[config.mk]
export PLATFORM = sky130hd
export DESIGN_NAME = v7_filter_ctrl
export DESIGN_NICKNAME = d
export VERILOG_FILES = /design/src/rtl/v7_filter_ctrl.sv
export SDC_FILE = /design/constraint.sdc
export NUM_CORES = 1
export LEC_CHECK = 0
export CORE_MARGIN = 4
export CORE_UTILIZATION = 40
export DETAILED_ROUTE_END_ITERATION = 10
export GPL_TIMING_DRIVEN = 0
export SLEW_MARGIN = 20
export SYNTH_ARGS = -nofsm -noshare
export SYNTH_HDL_FRONTEND = slang
export SYNTH_SLANG_ARGS = --single-unit
[constraint.sdc]
create_clock -name clk -period 5 [get_ports clk]
set_input_delay 1 -clock clk [delete_from_list [all_inputs] [get_ports clk]]
set_output_delay 1 -clock clk [all_outputs]
set_load 0.01 [all_outputs]
[src/rtl/v7_filter_ctrl.sv]
// -----------------------------------------------------------------------------
// v7_filter_ctrl
//   Event sequencer for the v7 trapezoidal filter. Arms on a signed threshold
//   crossing of the filter output, waits out the rise time, max-holds the
//   flat-top over a short window and hands {amplitude, timestamp, flags}
//   downstream on a valid/ready port. After every event (or abort) the filter
//   is held in reset for a fixed number of cycles to flush its accumulators.
//
// Ports
//   clk            in   system clock, rising edge
//   reset          in   asynchronous, active-low reset
//   enable         in   1 = run, 0 = hold filter cleared
//   cfg_threshold  in   signed trigger level, sampled every cycle
//   filter_data    in   signed filter output
//   filt_reset     out  active-low reset to the filter (0 = clear)
//   ev_valid       out  event word valid
//   ev_ready       in   downstream accepts when ev_valid & ev_ready
//   ev_amp         out  peak amplitude over the window (negative clamps to 0)
//   ev_time        out  timestamp of the trigger edge
//   ev_sat         out  peak equals the largest positive filter value
//   drop_cnt       out  events lost because the output register was full
//   glitch_cnt     out  triggers aborted during the rise time
//   busy           out  sequencer is neither idle nor armed
// -----------------------------------------------------------------------------
module v7_filter_ctrl #(
   parameter int unsigned SIZE_FILTER_DATA = 16,
   parameter int unsigned PEAK_DELAY       = 12,
   parameter int unsigned PEAK_WIN         = 4,
   parameter int unsigned FLUSH_CYCLES     = 18,
   parameter int unsigned TS_WIDTH         = 32,
   parameter int unsigned CNT_WIDTH        = 16
) (
   input  logic                        clk,
   input  logic                        reset,
   input  logic                        enable,
   input  logic [SIZE_FILTER_DATA-1:0] cfg_threshold,
   input  logic [SIZE_FILTER_DATA-1:0] filter_data,
   output logic                        filt_reset,
   output logic                        ev_valid,
   input  logic                        ev_ready,
   output logic [SIZE_FILTER_DATA-1:0] ev_amp,
   output logic [TS_WIDTH-1:0]         ev_time,
   output logic                        ev_sat,
   output logic [CNT_WIDTH-1:0]        drop_cnt,
   output logic [CNT_WIDTH-1:0]        glitch_cnt,
   output logic                        busy
);

   // One shared phase counter serves rise delay, peak window and flush.
   localparam int unsigned CNT_MAX =
      (PEAK_DELAY > PEAK_WIN)
         ? ((PEAK_DELAY > FLUSH_CYCLES) ? PEAK_DELAY : FLUSH_CYCLES)
         : ((PEAK_WIN   > FLUSH_CYCLES) ? PEAK_WIN   : FLUSH_CYCLES);
   localparam int unsigned PH_W = (CNT_MAX > 1) ? $clog2(CNT_MAX) : 1;

   localparam logic [PH_W-1:0] C_DELAY = PH_W'(PEAK_DELAY - 1);
   localparam logic [PH_W-1:0] C_WIN   = PH_W'(PEAK_WIN - 1);
   localparam logic [PH_W-1:0] C_FLUSH = PH_W'(FLUSH_CYCLES - 1);

   // Largest positive value the filter can produce; a peak here means clipping.
   localparam logic [SIZE_FILTER_DATA-1:0] C_SAT = {1'b0, {(SIZE_FILTER_DATA-1){1'b1}}};

   typedef enum logic [2:0] {
      S_IDLE,
      S_ARMED,
      S_RISE,
      S_PEAK,
      S_EMIT,
      S_FLUSH
   } state_t;

   state_t                      r_state;
   state_t                      w_state_nxt;
   logic [PH_W-1:0]             r_cnt;
   logic [PH_W-1:0]             w_cnt_nxt;
   logic [SIZE_FILTER_DATA-1:0] r_max;
   logic [SIZE_FILTER_DATA-1:0] w_max_nxt;
   logic [TS_WIDTH-1:0]         r_ts;
   logic [TS_WIDTH-1:0]         r_trig_ts;
   logic                        w_trig_ld;
   logic                        w_glitch;
   logic                        w_emit;
   logic                        w_above;
   logic                        w_new_max;
   logic                        w_slot_free;

   logic                        r_filt_reset;
   logic                        r_ev_valid;
   logic [SIZE_FILTER_DATA-1:0] r_ev_amp;
   logic [TS_WIDTH-1:0]         r_ev_time;
   logic                        r_ev_sat;
   logic [CNT_WIDTH-1:0]        r_drop_cnt;
   logic [CNT_WIDTH-1:0]        r_glitch_cnt;

   assign w_above     = $signed(filter_data) > $signed(cfg_threshold);
   assign w_new_max   = $signed(filter_data) > $signed(r_max);
   assign w_slot_free = !r_ev_valid || ev_ready;

   // ---------------------------------------------------------------- state
   always_ff @(posedge clk or negedge reset) begin
      if (!reset) begin
         r_state <= S_IDLE;
      end else begin
         r_state <= w_state_nxt;
      end
   end

   // --------------------------------------------------- next state / control
   always_comb begin
      w_state_nxt = r_state;
      w_cnt_nxt   = r_cnt;
      w_max_nxt   = r_max;
      w_trig_ld   = 1'b0;
      w_glitch    = 1'b0;
      w_emit      = 1'b0;
      case (r_state)
         S_IDLE: begin
            if (enable) begin
               w_state_nxt = S_ARMED;
            end
         end
         S_ARMED: begin
            // Disable wins over a simultaneous trigger: no event, no count.
            if (!enable) begin
               w_state_nxt = S_FLUSH;
               w_cnt_nxt   = C_FLUSH;
            end else if (w_above) begin
               w_state_nxt = S_RISE;
               w_cnt_nxt   = C_DELAY;
               w_trig_ld   = 1'b1;
            end
         end
         S_RISE: begin
            if (!enable) begin
               w_state_nxt = S_FLUSH;
               w_cnt_nxt   = C_FLUSH;
            end else if (!w_above) begin
               w_state_nxt = S_ARMED;
               w_glitch    = 1'b1;
            end else if (r_cnt == '0) begin
               // Last rise sample opens the peak window.
               w_state_nxt = S_PEAK;
               w_cnt_nxt   = C_WIN;
               w_max_nxt   = filter_data;
            end else begin
               w_cnt_nxt = r_cnt - 1'b1;
            end
         end
         S_PEAK: begin
            if (!enable) begin
               w_state_nxt = S_FLUSH;
               w_cnt_nxt   = C_FLUSH;
            end else if (r_cnt == '0) begin
               // Window already holds PEAK_WIN samples including the entry one,
               // so the closing cycle does not fold in another sample.
               w_state_nxt = S_EMIT;
            end else begin
               w_cnt_nxt = r_cnt - 1'b1;
               if (w_new_max) begin
                  w_max_nxt = filter_data;
               end
            end
         end
         S_EMIT: begin
            w_emit      = 1'b1;
            w_state_nxt = S_FLUSH;
            w_cnt_nxt   = C_FLUSH;
         end
         S_FLUSH: begin
            if (r_cnt == '0) begin
               w_state_nxt = enable ? S_ARMED : S_IDLE;
            end else begin
               w_cnt_nxt = r_cnt - 1'b1;
            end
         end
         default: begin
            w_state_nxt = S_IDLE;
         end
      endcase
   end

   // -------------------------------------------------------------- datapath
   always_ff @(posedge clk or negedge reset) begin
      if (!reset) begin
         r_cnt        <= '0;
         r_max        <= '0;
         r_ts         <= '0;
         r_trig_ts    <= '0;
         r_filt_reset <= 1'b0;
      end else begin
         r_cnt <= w_cnt_nxt;
         r_max <= w_max_nxt;
         r_ts  <= r_ts + 1'b1;
         if (w_trig_ld) begin
            r_trig_ts <= r_ts;
         end
         // Registered from the next state so the filter reset tracks the
         // IDLE/FLUSH residency exactly, without a cycle of lag.
         r_filt_reset <= (w_state_nxt != S_IDLE) && (w_state_nxt != S_FLUSH);
      end
   end

   // -------------------------------------------------- output event register
   always_ff @(posedge clk or negedge reset) begin
      if (!reset) begin
         r_ev_valid <= 1'b0;
         r_ev_amp   <= '0;
         r_ev_time  <= '0;
         r_ev_sat   <= 1'b0;
         r_drop_cnt <= '0;
      end else begin
         if (w_emit && w_slot_free) begin
            r_ev_valid <= 1'b1;
            r_ev_amp   <= r_max[SIZE_FILTER_DATA-1] ? '0 : r_max;
            r_ev_time  <= r_trig_ts;
            r_ev_sat   <= (r_max == C_SAT);
         end else if (r_ev_valid && ev_ready) begin
            r_ev_valid <= 1'b0;
         end
         if (w_emit && !w_slot_free && (r_drop_cnt != '1)) begin
            r_drop_cnt <= r_drop_cnt + 1'b1;
         end
      end
   end

   always_ff @(posedge clk or negedge reset) begin
      if (!reset) begin
         r_glitch_cnt <= '0;
      end else if (w_glitch && (r_glitch_cnt != '1)) begin
         r_glitch_cnt <= r_glitch_cnt + 1'b1;
      end
   end

   assign filt_reset = r_filt_reset;
   assign ev_valid   = r_ev_valid;
   assign ev_amp     = r_ev_amp;
   assign ev_time    = r_ev_time;
   assign ev_sat     = r_ev_sat;
   assign drop_cnt   = r_drop_cnt;
   assign glitch_cnt = r_glitch_cnt;
   assign busy       = (r_state != S_IDLE) && (r_state != S_ARMED);

endmodule

-- Word level (Yosys, flattened, before mapping)
Index checks and enable logic that the tools add are counted.
- eq/ne operators: 18
- $add $sub $neg: 4
- $lt $le $gt $ge: 2
- reduce and logical (&&, ||, !) cells: 19
- mux-type cells: 36
- operators with widths (cell ; number):
    16-bit 2-to-1 mux ; 6
    5-bit 2-to-1 mux ; 7
    16-bit by 1-bit adder with 16-bit output (second input constant) ; 2
    32-bit by 1-bit adder with 32-bit output (second input constant) ; 1
    16-bit > comparator ; 2
    16-bit inequality test (second input constant) ; 2
    16-bit case mux with 2 select lines ; 1
    3-bit 2-to-1 mux ; 9
    5-bit case mux with 5 select lines ; 1
    3-bit case mux with 6 select lines ; 1
    16-bit by 15-bit == test with 1-bit output (second input constant) ; 1
    15-bit 2-to-1 mux ; 1
    2-bit inequality test (second input constant) ; 6
    1-bit 2-to-1 mux ; 10
    3-bit inequality test (second input constant) ; 3
    1-bit logical AND ; 7
    7-bit AND reduction ; 1
    3-bit by 2-bit == test with 1-bit output (second input constant) ; 2
    3-bit == test (second input constant) ; 2
    3-bit nonzero test ; 2
    5-bit zero test ; 1
    5-bit nonzero test ; 1
    5-bit by 1-bit subtractor with 5-bit output (second input constant) ; 1
    2-bit nonzero test ; 2
    other kinds (6) ; 7
- output and inout bits: 84
- input bits: 36
- logic and storage cells: 91
- register bits after elaboration: 171

-- Longest topological paths before layout
Gate-level depths: netlist of run 1.
- depth in word-level cells: 7
- gate-level depth with buffers: 12
- gate-level depth less buffers: 10

-- Worst setup path before layout of run 1
Ideal clock, no wire load.
- path type: input-to-reg
- from: in cfg_threshold[15]
- to: reg r_glitch_cnt[15] (netlist: glitch_cnt[15])
- arrival: 3.777 ns
- setup slack: 1.097 ns
- data required time: 4.874 ns
- setup time: 0.126 ns
- path buffers: 2
- cell stages on the path: 12
- cells stage by stage: inv_1 -> ha_1 -> nand4_2 -> nor4_2 -> a21bo_1 -> a31o_1 -> and3_1 -> buf_6 -> or4_4 -> buf_6 -> or4b_4 -> xnor2_2
- cells in the longest elaborated chain, start to end: 5
- RTL lines (element ; line ; text):
    from (decl) ; 36 ; input logic [SIZE_FILTER_DATA-1:0] cfg_threshold,
    16-bit > comparator ; 95 ; assign w_above = $signed(filter_data) > $signed(cfg_threshold);
    1-bit 2-to-1 mux ; 137 ; end else if (!w_above) begin
    1-bit 2-to-1 mux ; 134 ; if (!enable) begin
    1-bit 2-to-1 mux ; 116 ; case (r_state)
    1-bit logical AND ; 229 ; end else if (w_glitch && (r_glitch_cnt != '1)) begin
    to (signal assigned) ; 230 ; r_glitch_cnt <= r_glitch_cnt + 1'b1;
    to (decl) ; 93 ; logic [CNT_WIDTH-1:0] r_glitch_cnt;
Every way passes these cells.
A chain may end at the register's enable or synchronous reset.

-- Worst setup path in the final report of run 1
- from: in filter_data[14]
- to: reg r_max[14]
- cells in the longest elaborated chain, start to end: 4
- elaborated cells between the ends (all ways): 12
- those cells by class: 2 x order compare; 2 x eq/ne; 7 x mux; 1 x reduce/logical
- RTL lines (element ; line ; text):
    from (decl) ; 37 ; input logic [SIZE_FILTER_DATA-1:0] filter_data,
    branches (longest 4 deep; another with 16-bit > comparator) ; n/a ;
    to (signal assigned) ; 192 ; r_max <= w_max_nxt;
    to (decl) ; 76 ; logic [SIZE_FILTER_DATA-1:0] r_max;
Several ways; the timed one is not identified. The select of a mux whose other input is x is not followed.

==> results of run 1 <==
[sequential cells by signal, summed over array words and instances (netlist names)]
register	flops
r_cnt	5
glitch_cnt	16
ev_sat	1
r_state	3
filt_reset	1
ev_time	32
r_ts	32
ev_valid	1
drop_cnt	16
r_max	16
ev_amp	15
r_trig_ts	32
[metrics by stage]
step | power (mW) | util | cell area (µm²) | hold slack, ps
5_1_grt | 4.45 | 0.516 | 10000 | 501
4_1_cts | 4.25 | 0.516 | 10000 | 482
3_3_place_gp | 2.88 | 0.484 | 9410 | 460
6_report | 4.21 | 0.516 | 10000 | 474
2_1_floorplan | 2.41 | - | 7900 | 438
3_5_place_dp | 2.92 | 0.485 | 9450 | 470
[layout by cell type (no fill, tap or decap), drive strengths merged, types with 7 or more instances in the layout]
cell type      count
nor2              29
mux2              81
clkbuf            35
xor2              19
clkdlybuf4s50    117
nand2             63
ha                37
dfrtp            170
nand3             23
and3              12
a21oi             19
inv               49
nor2b              7
o21ai             19
xnor2             40
nand4             19
o31ai             14
nor3              15
[critical path: cells and delay by family]
| family | cells | cell delay, ps |
|---|---|---|
| compound gates | 3 | 1190 |
| buf+inv | 3 | 1020 |
| simple gates | 3 | 810 |
| mux | 1 | 380 |
| fa+ha+maj | 1 | 360 |
[where the power goes]
group / total (mW) / internal (mW) / switching (mW)
logic: 1.14 / 0.554 / 0.583
registers: 1.74 / 1.59 / 0.153
clock network: 1.32 / 0.797 / 0.528
[kinds of logic after synthesis]
group / share of synthesized area
AO/OA/AOI/OAI: 0.0564
XOR/XNOR: 0.0664
adder cells (fa/ha/maj): 0.0586
buffers and inverters: 0.0339
flip-flops: 0.538
multiplexers: 0.117
other: 0.000475
AND/OR/NAND/NOR: 0.129
[per-layer routing]
| metal | wire (µm) | vias up | track usage | share of wire |
|---|---|---|---|---|
| met5 | 0 | - | 0 | 0 |
| met4 | 322 | 0 | 0.0582 | 0.019 |
| met3 | 670 | 24 | 0.0314 | 0.040 |
| met2 | 8100 | 110 | 0.256 | 0.48 |
| met1 | 7620 | 2659 | 0.209 | 0.46 |
| li1 | - | 2654 | - | - |
[path summary, 6_finish.rpt]
check / start / to / slack (ps) / cells past startpoint
setup / recovery: filter_data[14] / r_max[14] / 530 / 11
hold / removal: r_ts[31] / r_ts[31] / 470 / 1
setup reg to reg: r_max[1] / r_max[14] / 1510 / 11
hold reg to reg: r_ts[31] / r_ts[31] / 470 / 1
max in group asynchronous: reset / glitch_cnt[9] / 3590 / 2
min in group asynchronous: reset / ev_time[21] / 560 / 1
[layout make-up]
class | count | area (µm²) | area share
Buffer | 19 | 91.3 | 0.00910
Clock buffer | 20 | 447 | 0.0445
Clock inverter | 10 | 143 | 0.0142
Inverter | 47 | 176 | 0.0176
Multi-Input combinational cell | 448 | 3380 | 0.337
Sequential cell | 170 | 4250 | 0.424
Tap cell | 265 | 332 | 0.0330
Timing Repair Buffer | 119 | 1210 | 0.121
[cells in the mapped netlist (2+ instances only)]
master	number
ha_1	37
nand3_1	23
o221ai_1	2
nor4b_1	2
nor3_1	15
inv_1	47
nand4_1	18
and4_1	6
nor2b_1	7
a22oi_1	2
o31a_1	3
buf_6	2
o22ai_1	3
dfrtp_1	170
and2_1	3
o31ai_1	14
xor2_1	19
nor2_1	29
xnor2_1	39
and3_1	12
nand2_1	63
a21oi_1	19
o21ai_0	19
mux2_2	81
a311oi_1	2
clkbuf_1	15
nor4_1	5
nand2b_1	6
==> impl_metrics.py, run 1 <==
metrics = {
    "yosys": {
        "synthesis.area_mm2": 0.00790,
        "yosys.area.top_type": "dfrtp_1",
        "synth_sequential_area_ratio": 0.538,
        "synth_edf_count": 0,
        "synth_async_sr_flop_share": 1.00,
        "postSynthCellCount": 684,
        "ys.flop_type": "dfrtp_1",
        "yosysTopAreaCellShare": 0.538,
        "synth.area.top_cells": "dfrtp_1, mux2_2, ha_1, xnor2_1, nand2_1",
        "synthesis.nets": 757,
        "yosysUniqueCellTypes": 49,
        "yosys_warnings": 0,
        "syn_avg_cell_area_um2": 11.5,
        "ys_seq_elements": 170,
    },
    "setup_path": {
        "cp_data_required_time_ps": 5290,
        "max_stage_delay_ps": 600,
        "critPathSlowestCell": "a22oi_1",
        "path_max_fanout": 10,
        "cp.arrival_ps": 4760,
        "crit_path_end_kind": "register",
        "worstSetupPathType": "input pin to register",
        "crit_chain": "clkdlybuf4s50_1 > ha_1 > nand4_2 > nor4_2 > a21bo_1 > a31o_1 > and3_1 > buf_6 > a22oi_1 > buf_2 > mux2_2",
        "crit_path_start_kind": "input pin",
    },
    "cells_and_area": {
        "finalNetCount": 895,
        "antenna_cells": 0,
        "fillers": 1699,
        "layout-drive-gt1-share": 0.146,
        "stdcell_count": 1098,
        "area_delta_synth_final_pct": 27.0,
    },
    "route": {
        "num_vias": 5447,
        "wl_per_cell_um": 15.2,
        "firstDrtPassIters": 4,
        "wl_um": 16700,
        "drt_iter0_drc": 218,
        "antenna_left": 0,
        "drcViolationCount": 0,
        "vias_per_cell": 4.96,
    },
    "timing": {
        "setup_violations": 0,
        "min_period_ps": 4470,
        "worstMarginPinSlew_ps": 1050,
        "worst_clock_skew_ps": 9.34,
        "tns_ps": 0,
        "drv_slew": 0,
        "rsz0062_at_grt": "false",
        "max_freq_ghz": 0.224,
        "finalCritPeriodShare": 0.894,
        "slew_headroom": 0.297,
        "finalHoldViolCount": 0,
        "fin_ws_ps": 531,
    },
    "clock_tree": {
        "cts_num_sinks": 170,
        "postCtsSetupBuffers": 0,
        "htreeDepth": 4,
        "root_buffer": "clkbuf_16",
        "cts_resized": 0,
        "numCtsBuffers": 17,
        "clk_latency_ps": 420,
        "clk_pin_slew_ps": 60,
        "cts_tree": "done",
        "hold_buffers": 0,
        "clk_path_buf_depth": 2,
    },
    "die": {
        "die_y_um": 149,
        "core-area_mm2": 0.0195,
        "start_util": 0.406,
        "die_x_um": 149,
        "io_pins": 120,
        "die_area_mm2": 0.0221,
        "std_cell_rows": 51,
    },
    "worst_hold_path": {
        "hp-class": "register to register",
    },
    "global_route": {
        "grt_max_degree": 88,
        "grt_usage": 0.157,
        "antenna_found_initial": 0,
        "grt_pass1_vias": 5681,
        "grt_pass1_wl_um": 28200,
        "grt_overflow": 0,
    },
    "place": {
        "placed_cells": 1068,
        "dp_hpwl_um": 12300,
        "portBuffers": 118,
        "gp_routability_congestion": 0.840,
        "dp_slack_ps": 70.2,
    },
    "outcome": {
        "status": "finished clean",
    },
    "pwr": {
        "p_leak_nw": 4.63,
        "cellPowerDensity_mw_per_mm2": 419,
        "peakVddDrop_uv": 261,
    },
    "flow_run": {
        "cap_viol_max_count": 0,
    },
}
(Power assumes the default switching activity.)
==> run 2: changes to the inputs <==
--- a/config.mk
+++ b/config.mk
@@ -6,9 +6,12 @@
 export NUM_CORES = 1
 export LEC_CHECK = 0
 export CORE_MARGIN = 4
-export CORE_UTILIZATION = 40
+export CORE_UTILIZATION = 47
+export CTS_CLUSTER_SIZE = 14
 export DETAILED_ROUTE_END_ITERATION = 10
 export GPL_TIMING_DRIVEN = 0
+export MAX_ROUTING_LAYER = met4
+export PLACE_DENSITY = 0.71
 export SLEW_MARGIN = 20
 export SYNTH_ARGS = -nofsm -noshare
 export SYNTH_HDL_FRONTEND = slang
==> impl_metrics.py, run 2 (synthesized netlist as in run 1, its figures left out) <==
metrics = {
    "clock_tree": {
        "cts_num_sinks": 170,
        "hold_buffers": 0,
        "postCtsSetupBuffers": 0,
        "clk_pin_slew_ps": 70,
        "numCtsBuffers": 17,
        "cts_resized": 0,
        "htreeDepth": 4,
        "clk_path_buf_depth": 2,
        "cts_tree": "done",
        "clk_latency_ps": 420,
        "root_buffer": "clkbuf_16",
    },
    "timing": {
        "min_period_ps": 4400,
        "finalHoldViolCount": 0,
        "tns_ps": 0,
        "max_freq_ghz": 0.227,
        "rsz0062_at_grt": "false",
        "setup_violations": 0,
        "drv_slew": 0,
        "fin_ws_ps": 602,
        "finalCritPeriodShare": 0.880,
        "slew_headroom": 0.419,
        "worst_clock_skew_ps": 9.64,
        "worstMarginPinSlew_ps": 864,
    },
    "setup_path": {
        "crit_path_start_kind": "input pin",
        "crit_path_end_kind": "register",
        "regToRegEndpoint": "r_max[14]",
        "cp-startpoint": "filter_data[15]",
        "cp_data_required_time_ps": 5300,
        "worstSetupPathType": "input pin to register",
        "r2r_slack_ps": 1600,
        "r2r_cells": 10,
        "cp.arrival_ps": 4700,
        "endpoint": "r_trig_ts[7]",
        "path_max_fanout": 10,
        "worstReg2RegStart": "r_max[15]",
    },
    "cells_and_area": {
        "area_delta_synth_final_pct": 26.8,
        "stdcell_count": 1055,
        "final_common_cell": "dfrtp_1",
        "multiInputGateArea_mm2": 0.00338,
        "final_cell_mix": "dfrtp_1, clkdlybuf4s50_1, mux2_2",
        "layout-drive-gt1-share": 0.149,
        "final-seq-area_mm2": 0.00425,
        "fillers": 1335,
        "finalNetCount": 895,
        "antenna_cells": 0,
    },
    "route": {
        "drcViolationCount": 0,
        "antenna_left": 0,
        "num_vias": 5519,
        "drt_iter0_drc": 271,
        "vias_per_cell": 5.23,
        "wl_per_cell_um": 15.7,
        "firstDrtPassIters": 4,
        "wl_um": 16600,
    },
    "global_route": {
        "grt_pass1_vias": 5798,
        "grt_max_degree": 105,
        "grt_overflow": 0,
        "antenna_found_initial": 0,
        "grt_pass1_wl_um": 28000,
        "grt_usage": 0.191,
    },
    "die": {
        "io_pins": 120,
        "die_area_mm2": 0.0189,
        "std_cell_rows": 47,
        "die_y_um": 138,
        "core-area_mm2": 0.0165,
        "die_x_um": 138,
        "start_util": 0.478,
    },
    "place": {
        "portBuffers": 118,
        "gp_routability_congestion": 0.922,
        "dp_slack_ps": 122,
        "dp_hpwl_um": 12100,
        "placed_cells": 1023,
    },
    "flow_run": {
        "cap_viol_max_count": 0,
    },
    "pwr": {
        "peakVddDrop_uv": 278,
        "cellPowerDensity_mw_per_mm2": 426,
        "p_leak_nw": 4.65,
        "p_total_mw": 4.26,
    },
    "outcome": {
        "status": "finished clean",
    },
    "worst_hold_path": {
        "hp-class": "register to register",
    },
}
[run 2: changes by cell type in the layout (fill, tap and decap cells not counted), sizes merged]
cell      previous run  this run
inv                 49        52
bufinv               3         4
clkinv               4         3
clkinvlp             1         0
[run 2: area by class of cell]
class,count,share of cell area
sequential,170,0.425
timing repair buffer,119,0.121
inverter,47,0.0176
clock buffer,20,0.0436
multi-input combinational,448,0.338
buffer,19,0.00912
clock inverter,12,0.0185
tap,220,0.0275
[run 2: worst min path at each step]
| stage | end | from | slack, ps | cells past startpoint |
|---|---|---|---|---|
| after floorplan | r_ts[31] | r_ts[31] | 440 | 1 |
| after global placement | ev_amp[5] | ev_amp[5] | 460 | 2 |
| after detailed placement | ev_amp[3] | ev_amp[3] | 470 | 2 |
| after CTS | ev_amp[6] | ev_amp[6] | 480 | 2 |
| after global routing | ev_amp[5] | ev_amp[5] | 500 | 2 |
| final | ev_amp[6] | ev_amp[6] | 480 | 2 |
[run 2: through the flow]
step | instance area, µm² | util | hold WS (ps)
floorplan | 7900 | - | 438
global placement | 9360 | 0.566 | 461
detailed placement | 9390 | 0.568 | 469
CTS | 10000 | 0.606 | 485
global route | 10000 | 0.606 | 502
finish | 10000 | 0.606 | 481
[run 2: metal layers]
metal | global-route usage | share of wire | wire length (µm)
met1 | 0.240 | 0.44 | 7250
met5 | - | 0 | 0
met4 | 0.0471 | 0.012 | 201
met3 | 0.0500 | 0.047 | 777
met2 | 0.311 | 0.50 | 8380
[run 2: where the power goes]
part,switching (mW),total (mW),internal (mW)
clock,0.539,1.38,0.846
sequential,0.157,1.75,1.59
combinational,0.580,1.13,0.552
[run 2: worst max-delay path, stage by stage]
cell             delay (ps)
clkdlybuf4s50_1         460
ha_1                    370
nand4_2                 170
nor4_2                  430
a21bo_1                 310
a31o_1                  280
and3_1                  190
buf_6                   130
nand4b_1                390
clkbuf_1                540
mux2_2                  410
